**config.mk**
```make
export PLATFORM = sky130hd
export DESIGN_NAME = xor_gate_arbiter_flat
export DESIGN_NICKNAME = d
export VERILOG_FILES = /design/src/rtl/xor_gate_arbiter_if.sv /design/src/rtl/xor_gate_arbiter.sv /design/src/flat_wrapper.sv
export SDC_FILE = /design/constraint.sdc
export NUM_CORES = 1
export LEC_CHECK = 0
export ABC_CLOCK_PERIOD_IN_PS = 2000
export CORE_ASPECT_RATIO = 1.25
export CORE_MARGIN = 1.5
export CORE_UTILIZATION = 46
export CTS_BUF_LIST = sky130_fd_sc_hd__clkbuf_16
export CTS_CLUSTER_SIZE = 8
export DETAILED_ROUTE_END_ITERATION = 10
export MAX_ROUTING_LAYER = met4
export PLACE_DENSITY = 0.9
export SETUP_SLACK_MARGIN = 0.4
export SYNTH_ARGS = -nofsm -noshare
export SYNTH_HDL_FRONTEND = slang
export SYNTH_SLANG_ARGS = --single-unit
```
**constraint.sdc**
```tcl
create_clock -name clock -period 2 [get_ports clock]
set_input_delay 0.2 -clock clock [delete_from_list [all_inputs] [get_ports clock]]
set_output_delay 0.2 -clock clock [all_outputs]
set_load 0.02 [all_outputs]
```
**src/rtl/xor_gate_arbiter_if.sv**
```systemverilog
// ----------------------------------------------------------------------------
// xor_gate_arbiter_if
//
// Purpose: groups the request and response signals of xor_gate_arbiter.
//
// Handshake (applies to both the request and the response channel): a
// transfer happens on a rising clock edge where valid and ready are both
// high. The producer keeps valid and its data stable until the transfer
// happens. valid never depends on ready. ready may depend combinationally
// on valid.
//
// Signals:
//   req_valid  [N]      requester k presents an operand (bit k)
//   req_data   [2N]     requester k operand in bits [2k+1:2k]
//   req_ready  [N]      one-hot grant, or zero
//   resp_valid          output register holds a result
//   resp_data           XOR result
//   resp_id    [ID_W]   requester that produced resp_data
//   resp_ready          consumer takes the response this cycle
//   resp_count [CNT_W]  completed responses, wraps modulo 2^CNT_W
//
// Modports: master = requesters plus consumer, slave = arbiter.
// ----------------------------------------------------------------------------
interface xor_gate_arbiter_if #(
    parameter int N     = 4,
    parameter int ID_W  = (N > 1) ? $clog2(N) : 1,
    parameter int CNT_W = 16
);
    logic [N-1:0]     req_valid;
    logic [2*N-1:0]   req_data;
    logic [N-1:0]     req_ready;
    logic             resp_valid;
    logic             resp_data;
    logic [ID_W-1:0]  resp_id;
    logic             resp_ready;
    logic [CNT_W-1:0] resp_count;

    modport master (
        output req_valid, req_data, resp_ready,
        input  req_ready, resp_valid, resp_data, resp_id, resp_count
    );

    modport slave (
        input  req_valid, req_data, resp_ready,
        output req_ready, resp_valid, resp_data, resp_id, resp_count
    );
endinterface

```
**src/rtl/xor_gate_arbiter.sv**
```systemverilog
// ----------------------------------------------------------------------------
// xor_gate_arbiter
//
// Purpose: round-robin arbiter sharing one 2-input XOR kernel among N
// requesters. At most one request is accepted per cycle. The result is
// registered in a single-entry output stage, tagged with the requester ID,
// and held until the consumer accepts it. Completed responses are counted.
//
// Ports:
//   clock      sole clock, rising edge
//   reset_n    asynchronous assert, active-low reset
//   bus        xor_gate_arbiter_if.slave (request and response channels)
//   state_dbg  1 when the output stage is FULL
//   ptr_dbg    current highest-priority requester index
// ----------------------------------------------------------------------------
module xor_gate_arbiter #(
    parameter int N     = 4,
    parameter int ID_W  = (N > 1) ? $clog2(N) : 1,
    parameter int CNT_W = 16
) (
    input  logic              clock,
    input  logic              reset_n,
    xor_gate_arbiter_if.slave bus,
    output logic              state_dbg,
    output logic [ID_W-1:0]   ptr_dbg
);

    typedef enum logic {
        EMPTY = 1'b0,
        FULL  = 1'b1
    } state_t;

    state_t           state_q;
    state_t           state_d;
    logic [ID_W-1:0]  ptr_q;
    logic [ID_W-1:0]  win;
    logic             win_xor;
    logic             found;
    logic             can_accept;
    logic             grant;
    logic             drain;
    logic             resp_data_q;
    logic [ID_W-1:0]  resp_id_q;
    logic [CNT_W-1:0] resp_count_q;
    int               idx;

    // Rotating search starting at ptr_q; the first valid requester wins.
    // The winner's operand is selected here so the kernel sees only it.
    always_comb begin
        found   = 1'b0;
        win     = '0;
        win_xor = 1'b0;
        idx     = 0;
        for (int i = 0; i < N; i++) begin
            idx = int'(ptr_q) + i;
            if (idx >= N) begin
                idx = idx - N;
            end
            if (!found && bus.req_valid[idx]) begin
                found   = 1'b1;
                win     = ID_W'(idx);
                win_xor = bus.req_data[2*idx] ^ bus.req_data[2*idx+1];
            end
        end
    end

    // A held result leaving this cycle frees the stage for a new grant.
    assign can_accept = (state_q == EMPTY) || bus.resp_ready;
    assign grant      = can_accept && found && reset_n;
    assign drain      = (state_q == FULL) && bus.resp_ready;

    always_comb begin
        bus.req_ready = '0;
        if (grant) begin
            bus.req_ready[win] = 1'b1;
        end
    end

    always_comb begin
        state_d = state_q;
        if (grant) begin
            state_d = FULL;
        end else if (drain) begin
            state_d = EMPTY;
        end
    end

    always_ff @(posedge clock or negedge reset_n) begin
        if (!reset_n) begin
            state_q <= EMPTY;
        end else begin
            state_q <= state_d;
        end
    end

    // Result register and priority pointer move only on a grant.
    always_ff @(posedge clock or negedge reset_n) begin
        if (!reset_n) begin
            resp_data_q <= 1'b0;
            resp_id_q   <= '0;
            ptr_q       <= '0;
        end else if (grant) begin
            resp_data_q <= win_xor;
            resp_id_q   <= win;
            if (win == ID_W'(N - 1)) begin
                ptr_q <= '0;
            end else begin
                ptr_q <= win + 1'b1;
            end
        end
    end

    always_ff @(posedge clock or negedge reset_n) begin
        if (!reset_n) begin
            resp_count_q <= '0;
        end else if (drain) begin
            resp_count_q <= resp_count_q + 1'b1;
        end
    end

    assign bus.resp_valid = (state_q == FULL);
    assign bus.resp_data  = resp_data_q;
    assign bus.resp_id    = resp_id_q;
    assign bus.resp_count = resp_count_q;
    assign state_dbg      = (state_q == FULL);
    assign ptr_dbg        = ptr_q;

endmodule

```
**src/flat_wrapper.sv**
```systemverilog
// flat-port wrapper written by rule: the top's interface ports become plain ports
module xor_gate_arbiter_flat 
#(
    parameter int N     = 4,
    parameter int ID_W  = (N > 1) ? $clog2(N) : 1,
    parameter int CNT_W = 16
)
  (clock, reset_n, state_dbg, ptr_dbg, bus_req_valid, bus_req_data, bus_resp_ready, bus_req_ready, bus_resp_valid, bus_resp_data, bus_resp_id, bus_resp_count);
  xor_gate_arbiter_if #(.N(N), .ID_W(ID_W), .CNT_W(CNT_W)) bus_i ();
  input  logic clock;
  input  logic reset_n;
  output logic state_dbg;
  output logic [ID_W-1:0] ptr_dbg;
  input wire logic [$bits(bus_i.req_valid)-1:0] bus_req_valid;
  input wire logic [$bits(bus_i.req_data)-1:0] bus_req_data;
  input wire logic [$bits(bus_i.resp_ready)-1:0] bus_resp_ready;
  output wire logic [$bits(bus_i.req_ready)-1:0] bus_req_ready;
  output wire logic [$bits(bus_i.resp_valid)-1:0] bus_resp_valid;
  output wire logic [$bits(bus_i.resp_data)-1:0] bus_resp_data;
  output wire logic [$bits(bus_i.resp_id)-1:0] bus_resp_id;
  output wire logic [$bits(bus_i.resp_count)-1:0] bus_resp_count;
  assign bus_i.req_valid = bus_req_valid;
  assign bus_i.req_data = bus_req_data;
  assign bus_i.resp_ready = bus_resp_ready;
  assign bus_req_ready = bus_i.req_ready;
  assign bus_resp_valid = bus_i.resp_valid;
  assign bus_resp_data = bus_i.resp_data;
  assign bus_resp_id = bus_i.resp_id;
  assign bus_resp_count = bus_i.resp_count;
  xor_gate_arbiter #(.N(N), .ID_W(ID_W), .CNT_W(CNT_W)) u_core (.clock(clock), .reset_n(reset_n), .bus(bus_i), .state_dbg(state_dbg), .ptr_dbg(ptr_dbg));
endmodule
```
## Yosys cells after proc, flatten, opt, wreduce, memory -nomap -nowiden

Cells that the tools add are included.

| storage, ports and cells | value |
|---|---|
| bits in latches | 0 |
| word-level logic and storage cells | 112 |
| input port bits | 15 |
| RAM bits | 0 |
| output and inout bits | 27 |
| bits in read-only memories | 0 |
| memories | 0 |
| flip-flop bits (word level) | 22 |

| cells by class | value |
|---|---|
| reduce and logical (&&, ||, !) cells | 12 |
| div/mod/pow operators | 0 |
| multiply operators | 0 |
| mux-type cells | 58 |
| shift-type cells | 0 |
| order comparisons | 18 |
| add/subtract/negate cells | 13 |
| bitwise logic cells | 5 |
| eq/ne operators | 1 |

Operators with widths:

| operator | number |
|---|---|
| 32-bit by 5-bit less-than comparator with 1-bit output, second input constant | 8 |
| 32-bit by 2-bit adder with 32-bit output, second input constant | 4 |
| 32-bit by 4-bit less-than comparator with 1-bit output, second input constant | 4 |
| 32-bit 2-to-1 mux | 4 |
| 32-bit by 4-bit >= comparator with 1-bit output, second input constant | 3 |
| 32-bit by 4-bit subtractor with 32-bit output, second input constant | 3 |
| 1-bit 2-to-1 mux | 35 |
| 16-bit by 1-bit adder with 16-bit output, second input constant | 1 |
| 1-bit binary-select mux with 2-bit select | 8 |
| 1-bit binary-select mux with 3-bit select | 4 |
| 2-bit 2-to-1 mux | 5 |
| 1-bit logical AND | 7 |
| 2-bit by 2-bit adder with 3-bit output, second input constant | 2 |
| 4-bit 2-to-1 mux | 1 |
| 2-bit by 3-bit subtractor with 4-bit output, second input constant | 1 |
| 1-bit bitwise XOR | 4 |
| 2-bit by 1-bit adder with 3-bit output, second input constant | 1 |
| 2-bit by 3-bit >= comparator with 1-bit output, second input constant | 1 |
| 1-bit zero test | 3 |
| 2-bit by 3-bit less-than comparator with 1-bit output, second input constant | 1 |
| 2-bit by 1-bit adder with 2-bit output, second input constant | 1 |
| 1-bit demux with 2-bit select | 1 |
| 2-bit == test, second input constant | 1 |
| 2-bit by 1-bit >= comparator with 1-bit output, second input constant | 1 |
| 3 further kinds | 3 |

## Depth between registers and ports, before layout

Gate-level depths: netlist of run 1.

| logic depth | value |
|---|---|
| word-level depth | 20 |
| depth in mapped cells | 8 |
| gate-level depth less buffers | 7 |

## Worst setup path before layout of run 1

No wires, ideal clock.

| timing path | value |
|---|---|
| kind | register to output |
| from | register u_core.ptr_q[0] (netlist: u_core.ptr_dbg[0]) |
| to | output port bus_req_ready[2] |
| required time | 1800 ps |
| path slack | 17 ps |
| stages on the path, launching flop included | 8 |
| buffers on the path | 0 |
| arrival | 1783 ps |
| path through | dfrtp_1 > inv_1 > a21o_1 > a222oi_1 > and2_2 > inv_1 > ha_1 > and2_1 |

| between the ends | value |
|---|---|
| longest elaborated chain between the ends | 20 |
| elaborated cells on any way between the ends | 49 |
| classes of those cells | add/sub (7); order compare (6); mux (27); reduce/logical (9) |

Ends and longest elaborated chain:

| item | line | RTL |
|---|---|---|
| start, declared | xor_gate_arbiter.sv:35 | `logic [ID_W-1:0] ptr_q;` |
| start signal, assigned | xor_gate_arbiter.sv:108 | `ptr_q <= win + 1'b1;` |
| parallel branches: the longest is 14 deep, another holds 32-bit by 4-bit subtractor with 32-bit output | n/a |  |
| 2-bit 2-to-1 mux (*) | xor_gate_arbiter.sv:59 | `if (!found && bus.req_valid[idx]) begin` |
| net u_core.win[0] | xor_gate_arbiter.sv:36 | `logic [ID_W-1:0] win;` |
| 2-bit by 3-bit less-than comparator with 1-bit output (not written as such) or 2-bit by 1-bit >= comparator with 1-bit output (tied branches) | xor_gate_arbiter.sv:75 | `bus.req_ready[win] = 1'b1;` |
| 1-bit logical AND (not written as such) | xor_gate_arbiter.sv:75 |  |
| 1-bit 2-to-1 mux (not written as such) | xor_gate_arbiter.sv:75 |  |
| 1-bit demux with 2-bit select (*) | n/a |  |
| 4-bit 2-to-1 mux (*) | xor_gate_arbiter.sv:74 | `if (grant) begin` |
| end, declared | flat_wrapper.sv:17 | `output wire logic [$bits(bus_i.req_ready)-1:0] bus_req_ready;` |

Mark *: on every way through the listed nets, which the timed path passes. The select of a mux whose other input is x is not followed.

## Worst setup path after layout of run 1

| timing path | value |
|---|---|
| from | register u_core.ptr_q[1] (netlist: u_core.ptr_dbg[1]) |
| to | output port bus_req_ready[2] |

Same word-level chain as after synthesis.

==> results.cfg, run 1 <==
[power_and_ir_drop]
p_int_mw = 1.49
p_sw_frac = 0.377
combPwrFrac = 0.543
power.density_nw_per_um2 = 1070
cellLeakagePower_nw = 0.996
clockPowerShare = 0.180
p_sw_mw = 0.898
seqPwrFrac = 0.278
irDropWorstVdd_v = 0.000791

[synth]
async_flop_share = 1.00
synthTopCellsByCount = dfrtp_1 (22), nand2_1 (17), xnor2_1 (11), nor2_1 (10), xor2_1 (8)
netlist_area_um2 = 1380
yosysMostFrequentCell = dfrtp_1
ys_warn_count = 0
avgSynthCellArea_um2 = 9.39
ys_seq_area_frac = 0.399
dominantRegCellSynth = dfrtp_1
synth_enable_flop_cells = 0
yosysTopAreaCell = dfrtp_1
syn_nets = 167
syn_inst = 147
ys_types = 41
synth_top_area_share = 0.399
synthTopCellsByArea = dfrtp_1 (40%), xnor2_1 (7.0%), xor2_1 (5.1%), nand2_1 (4.6%), ha_1 (4.5%)
ys_seq_elements = 22

[sta]
maxSlewViolCount = 0
hold_violations = 0
worst_pin_slew_ns = 0.361
finalClockSkew_ns = 0.00196
post-route-min-period_ns = 2.14
period_share = 1.07
setup_ws_ns = -0.143
setup_viol = 4
maxSlewHeadroom = 0.760
fmax_ghz = 0.467
rsz0062_at_grt = yes
fin_hold_ws_ns = 0.342

[global_routing]
met2_usage = 0.511
busiest_layer = met2
grt_first_pass_wirelength_um = 6760
overflow = 0
grtUsageMet3 = 0.0374
met1_usage = 0.295
antenna_found_initial = 0
grt_use_total = 0.276
grt_max_degree = 25
grt_pass1_vias = 1441

[final_layout]
design_area_um2 = 2230
final_nets = 235
area.growth.synth_to_final_pct = 61.5
utilization = 0.771
antennaDiodeCount = 0
nFillCells = 195
drive_above_1_share = 0.336

[drt]
route.detailed.drc = 0
dr_total_vias = 1390
ant_nets = 0
first_iter_violations = 27
firstDrtPassIters = 4
post_drt_wl_per_cell_um = 17.0
via_per_inst = 5.56
wirelength_um = 4240

[worst_setup_path]
r2r_slack_ns = 0.30
crit_path_top_delay_cell = dfrtp_2
worstSetupPathDepth = 7
reg2reg_from = u_core.ptr_dbg[1]
endpoint_kind = output pin
startpoint_type = flip-flop
crit_family = compound AO/OA/AOI/OAI gates
timing.reg2reg.worst_path_depth = 6
path_buf_inv = 2
critPathKind = flip-flop to output pin
endpoint = bus_req_ready[2]
worst_path_largest_cell_delay_ns = 0.45
r2r-end = u_core.ptr_dbg[0]
cp_common_cell = and2_4
worstPathArrival_ns = 1.94
crit_fanout = 5
critPathRequiredTime_ns = 1.80
startpoint = u_core.ptr_dbg[1]
worstPathCellList = a21o_1 -> a222oi_1 -> and2_4 -> inv_2 -> ha_2 -> and2_4 -> buf_6

[die]
die-area_um2 = 3340
initial_utilization = 0.477
num_rows = 22
num_io_pins = 42
die_y_um = 64.2
die_width_um = 52.0
coreArea_um2 = 2890

[clocking]
cts_tree = done
cts-root-buf = clkbuf_16
cts.sinks = 22
clkLatencyLatePin_ns = 0.26
clkTransAtPathRegs_ns = 0.06
clk_path_buf_depth = 2
htreeDepth = 1
numCtsBuffers = 3

[placed_design]
placed_area_um2 = 2000
place_ws_ns = -0.708
gp_congestion = 0.791
hpwlAfterDp_um = 2800
portBuffers = 41

[status]
violations = setup timing
status = complete, but fails checks

[worst_hold_path]
hp-class = input pin to async pin

[run]
maxCapViolCount = 0
## power by group through the flow
stage	clock (mW)	combinational, mW	sequential (mW)
3_5_place_dp	0	1.15	0.663
6_report	0.428	1.29	0.662
2_1_floorplan	0	0.509	0.777
4_1_cts	0.423	1.23	0.660
5_1_grt	0.449	1.40	0.678
3_3_place_gp	0	1.10	0.656
## logic make-up (layout without fill, tap and decap cells)
kind of cell,after synthesis,count (layout),share of synthesized area
AO/OA/AOI/OAI,23,23,0.123
flip-flops,22,22,0.399
buffers and inverters,14,81,0.0471
adder cells (fa/ha/maj),5,5,0.0453
XOR/XNOR,19,19,0.121
multiplexers,4,4,0.0308
AND/OR/NAND/NOR,60,60,0.234
## state kept, by name, indices dropped and copies added (netlist names)
| signal | flops |
|---|---|
| u_core.bus.resp_count | 16 |
| u_core.bus.resp_id | 2 |
| u_core.ptr_dbg | 2 |
| u_core.bus.resp_data | 1 |
| u_core.bus.resp_valid | 1 |
## worst min-delay path by stage
stage / end / slack, ns
after floorplan: u_core.bus.resp_count[0] / -0.1
after global placement: u_core.bus.resp_count[15] / 0.46
after detailed placement: u_core.bus.resp_id[0] / 0.47
after CTS: u_core.bus.resp_count[12] / 0.34
after global routing: u_core.bus.resp_count[10] / 0.38
final: u_core.bus.resp_count[12] / 0.34
## per-layer routing
layer / vias up / part of all wire
met5: - / 0
met3: 10 / 0.044
met2: 48 / 0.56
li1: 650 / -
met4: 0 / 0.022
met1: 682 / 0.37
## repair_timing
item                       CTS  global route
pin swaps                    9            10
setup buffers                4             2
hold buffers                 0             0
setup endpoints to repair   16            15
resized for setup           41            18
## metrics by stage
step	std cells	setup TNS [ns]	power, mW
6_report	250	-0.496	2.38
2_1_floorplan	147	0	1.29
3_3_place_gp	240	-2.40	1.76
3_5_place_dp	240	-2.80	1.81
4_1_cts	248	-0.630	2.31
5_1_grt	250	-0.809	2.52
## final cells by class
cell class | instances | area, um2 | share of cell area
inverter | 7 | 28.8 | 0.0129
clock inverter | 1 | 3.75 | 0.00168
tap | 36 | 45.0 | 0.0202
sequential | 22 | 554 | 0.249
timing repair buffer | 70 | 648 | 0.291
multi-input combinational | 111 | 873 | 0.392
clock buffer | 3 | 75.1 | 0.0337
## placed cells by master (no fill, tap or decap), types with 2 or more instances in the layout
| cell type | synthesis | routed |
|---|---|---|
| and2_4 | 0 | 5 |
| nor3_2 | 0 | 2 |
| nand2_2 | 0 | 2 |
| clkdlybuf4s50_1 | 0 | 31 |
| nor2_4 | 0 | 3 |
| mux2_2 | 2 | 2 |
| dlymetal6s2s_1 | 0 | 2 |
| xor2_1 | 8 | 8 |
| nand4_1 | 6 | 6 |
| dfrtp_1 | 22 | 19 |
| ha_2 | 0 | 3 |
| ha_1 | 5 | 2 |
| clkbuf_16 | 0 | 3 |
| buf_4 | 2 | 26 |
| and4b_1 | 2 | 2 |
| inv_2 | 0 | 2 |
| xnor2_1 | 11 | 11 |
| nor2_1 | 10 | 8 |
| nand3_1 | 6 | 5 |
| a31oi_1 | 3 | 2 |
| dlygate4sd2_1 | 0 | 4 |
| buf_6 | 0 | 6 |
| and4bb_2 | 2 | 2 |
| o2111ai_1 | 2 | 2 |
| nand2_1 | 17 | 15 |
| dfrtp_2 | 0 | 3 |
| inv_1 | 7 | 4 |
| o21ai_1 | 0 | 4 |
(Power assumes the default switching activity.)
==> inputs of run 2 (changes only) <==
--- a/config.mk
+++ b/config.mk
@@ -10,6 +10,7 @@
 export CORE_MARGIN = 1.5
 export CORE_UTILIZATION = 46
 export CTS_BUF_LIST = sky130_fd_sc_hd__clkbuf_16
+export CTS_CLUSTER_DIAMETER = 200
 export CTS_CLUSTER_SIZE = 8
 export DETAILED_ROUTE_END_ITERATION = 10
 export MAX_ROUTING_LAYER = met4
==> results of run 2 <==
Same layout as run 1: the final DEF is identical, and so are final timing and power.
==> inputs of run 3 (changes only) <==
--- a/config.mk
+++ b/config.mk
@@ -7,7 +7,7 @@
 export LEC_CHECK = 0
 export ABC_CLOCK_PERIOD_IN_PS = 2000
 export CORE_ASPECT_RATIO = 1.25
-export CORE_MARGIN = 1.5
+export CORE_MARGIN = 5
 export CORE_UTILIZATION = 46
 export CTS_BUF_LIST = sky130_fd_sc_hd__clkbuf_16
 export CTS_CLUSTER_DIAMETER = 200
@@ -16,6 +16,7 @@
 export MAX_ROUTING_LAYER = met4
 export PLACE_DENSITY = 0.9
 export SETUP_SLACK_MARGIN = 0.4
+export SKIP_CTS_REPAIR_TIMING = 1
 export SYNTH_ARGS = -nofsm -noshare
 export SYNTH_HDL_FRONTEND = slang
 export SYNTH_SLANG_ARGS = --single-unit
==> results.cfg, run 3 (synthesis results as in run 1) <==
[final_layout]
area.growth.synth_to_final_pct = 55.2
design_area_um2 = 2140
drive_above_1_share = 0.274
largest_register_ffs = 16
final_nets = 229
layout_commonest_cell = clkdlybuf4s50_1
antennaDiodeCount = 0
layout_common_cells = clkdlybuf4s50_1 (33), buf_4 (24), dfrtp_1 (20), nand2_1 (15), xnor2_1 (11)

[die]
initial_utilization = 0.473
coreArea_um2 = 2920
num_io_pins = 42
die-area_um2 = 4200
die_y_um = 71.2
num_rows = 22
die_width_um = 59.0

[clocking]
numCtsBuffers = 3
clkTransAtPathRegs_ns = 0.06
cts.sinks = 22
cts-root-buf = clkbuf_16
clkLatencyLatePin_ns = 0.25
clk_path_buf_depth = 2
cts_tree = done
htreeDepth = 1

[drt]
wirelength_um = 3690
ant_nets = 0
via_per_inst = 5.57
first_iter_violations = 70
route.detailed.drc = 0
dr_total_vias = 1359
firstDrtPassIters = 4
post_drt_wl_per_cell_um = 15.1

[placed_design]
portBuffers = 41
placed_area_um2 = 1980
gp_congestion = 0.864
hpwlAfterDp_um = 2670

[sta]
fmax_ghz = 0.459
maxSlewHeadroom = 0.746
post-route-min-period_ns = 2.18
worst_pin_slew_ns = 0.381
finalClockSkew_ns = 0.00117
setup_ws_ns = -0.178
hold_violations = 0
fin_hold_ws_ns = 0.353
setup_viol = 4
maxSlewViolCount = 0
period_share = 1.09
rsz0062_at_grt = yes

[worst_setup_path]
crit_fanout = 6
critPathKind = flip-flop to output pin
worstPathArrival_ns = 1.98
endpoint_kind = output pin
critPathRequiredTime_ns = 1.80
startpoint_type = flip-flop

[power_and_ir_drop]
cellLeakagePower_nw = 0.982
power.density_nw_per_um2 = 1130
irDropWorstVdd_v = 0.000898

[status]
status = complete, but fails checks
violations = setup timing

[global_routing]
grt_pass1_vias = 1367
grt_max_degree = 25
grt_use_total = 0.187
antenna_found_initial = 0
grt_first_pass_wirelength_um = 6150
overflow = 0

[run]
maxCapViolCount = 0

[worst_hold_path]
hp-class = input pin to async pin
run 3: final cells by class:
| type | instances | area [um2] |
|---|---|---|
| flip-flops and latches | 22 | 553 |
| clock buffers | 3 | 75.1 |
| fillers | 219 | 776 |
| repair buffers | 64 | 588 |
| well taps | 36 | 45.0 |
| multi-input cells | 111 | 825 |
| clock inverters | 1 | 30.0 |
| inverters | 7 | 26.3 |
run 3: report_power, final:
part,internal (mW),switching [mW]
registers,0.547,0.114
logic,0.612,0.584
clock network,0.397,0.165
run 3: final timing paths:
check	from	to	slack, ns	cells past startpoint
hold reg to reg	u_core.bus.resp_count[15]	u_core.bus.resp_count[15]	0.50	1
min in group clock	u_core.bus.resp_count[15]	u_core.bus.resp_count[15]	0.50	1
setup / recovery	u_core.ptr_dbg[1]	bus_req_ready[0]	-0.18	7
max in group asynchronous	reset_n	u_core.ptr_dbg[1]	1.41	2
hold / removal	reset_n	u_core.bus.resp_count[4]	0.35	2
setup reg to reg	u_core.ptr_dbg[1]	u_core.bus.resp_data	0.15	7
run 3: stage by stage:
stage	worst slack (ns)	util	std cells	total power, mW	TNS (ns)
2_1_floorplan	0.212	-	147	1.29	0
3_3_place_gp	-0.601	0.679	238	1.76	-2.29
3_5_place_dp	-0.691	0.679	238	1.80	-2.74
4_1_cts	-0.705	0.715	242	2.38	-2.65
5_1_grt	-0.280	0.734	244	2.55	-1.07
6_report	-0.178	0.734	244	2.42	-0.648
run 3: critical path, cell delays in order, from the launching register on:
cell	delay, ns
dfrtp_2	0.46
a21o_1	0.17
a222oi_1	0.39
and2_4	0.25
inv_2	0.04
ha_2	0.15
and2_4	0.13
buf_6	0.12
run 3: per-layer routing:
metal / GRT usage / share of wire / routed length (um)
met1: 0.236 / 0.43 / 1580
met2: 0.311 / 0.51 / 1890
met3: 0.0234 / 0.048 / 177
met4: 0.0579 / 0.013 / 49
met5: - / 0 / 0
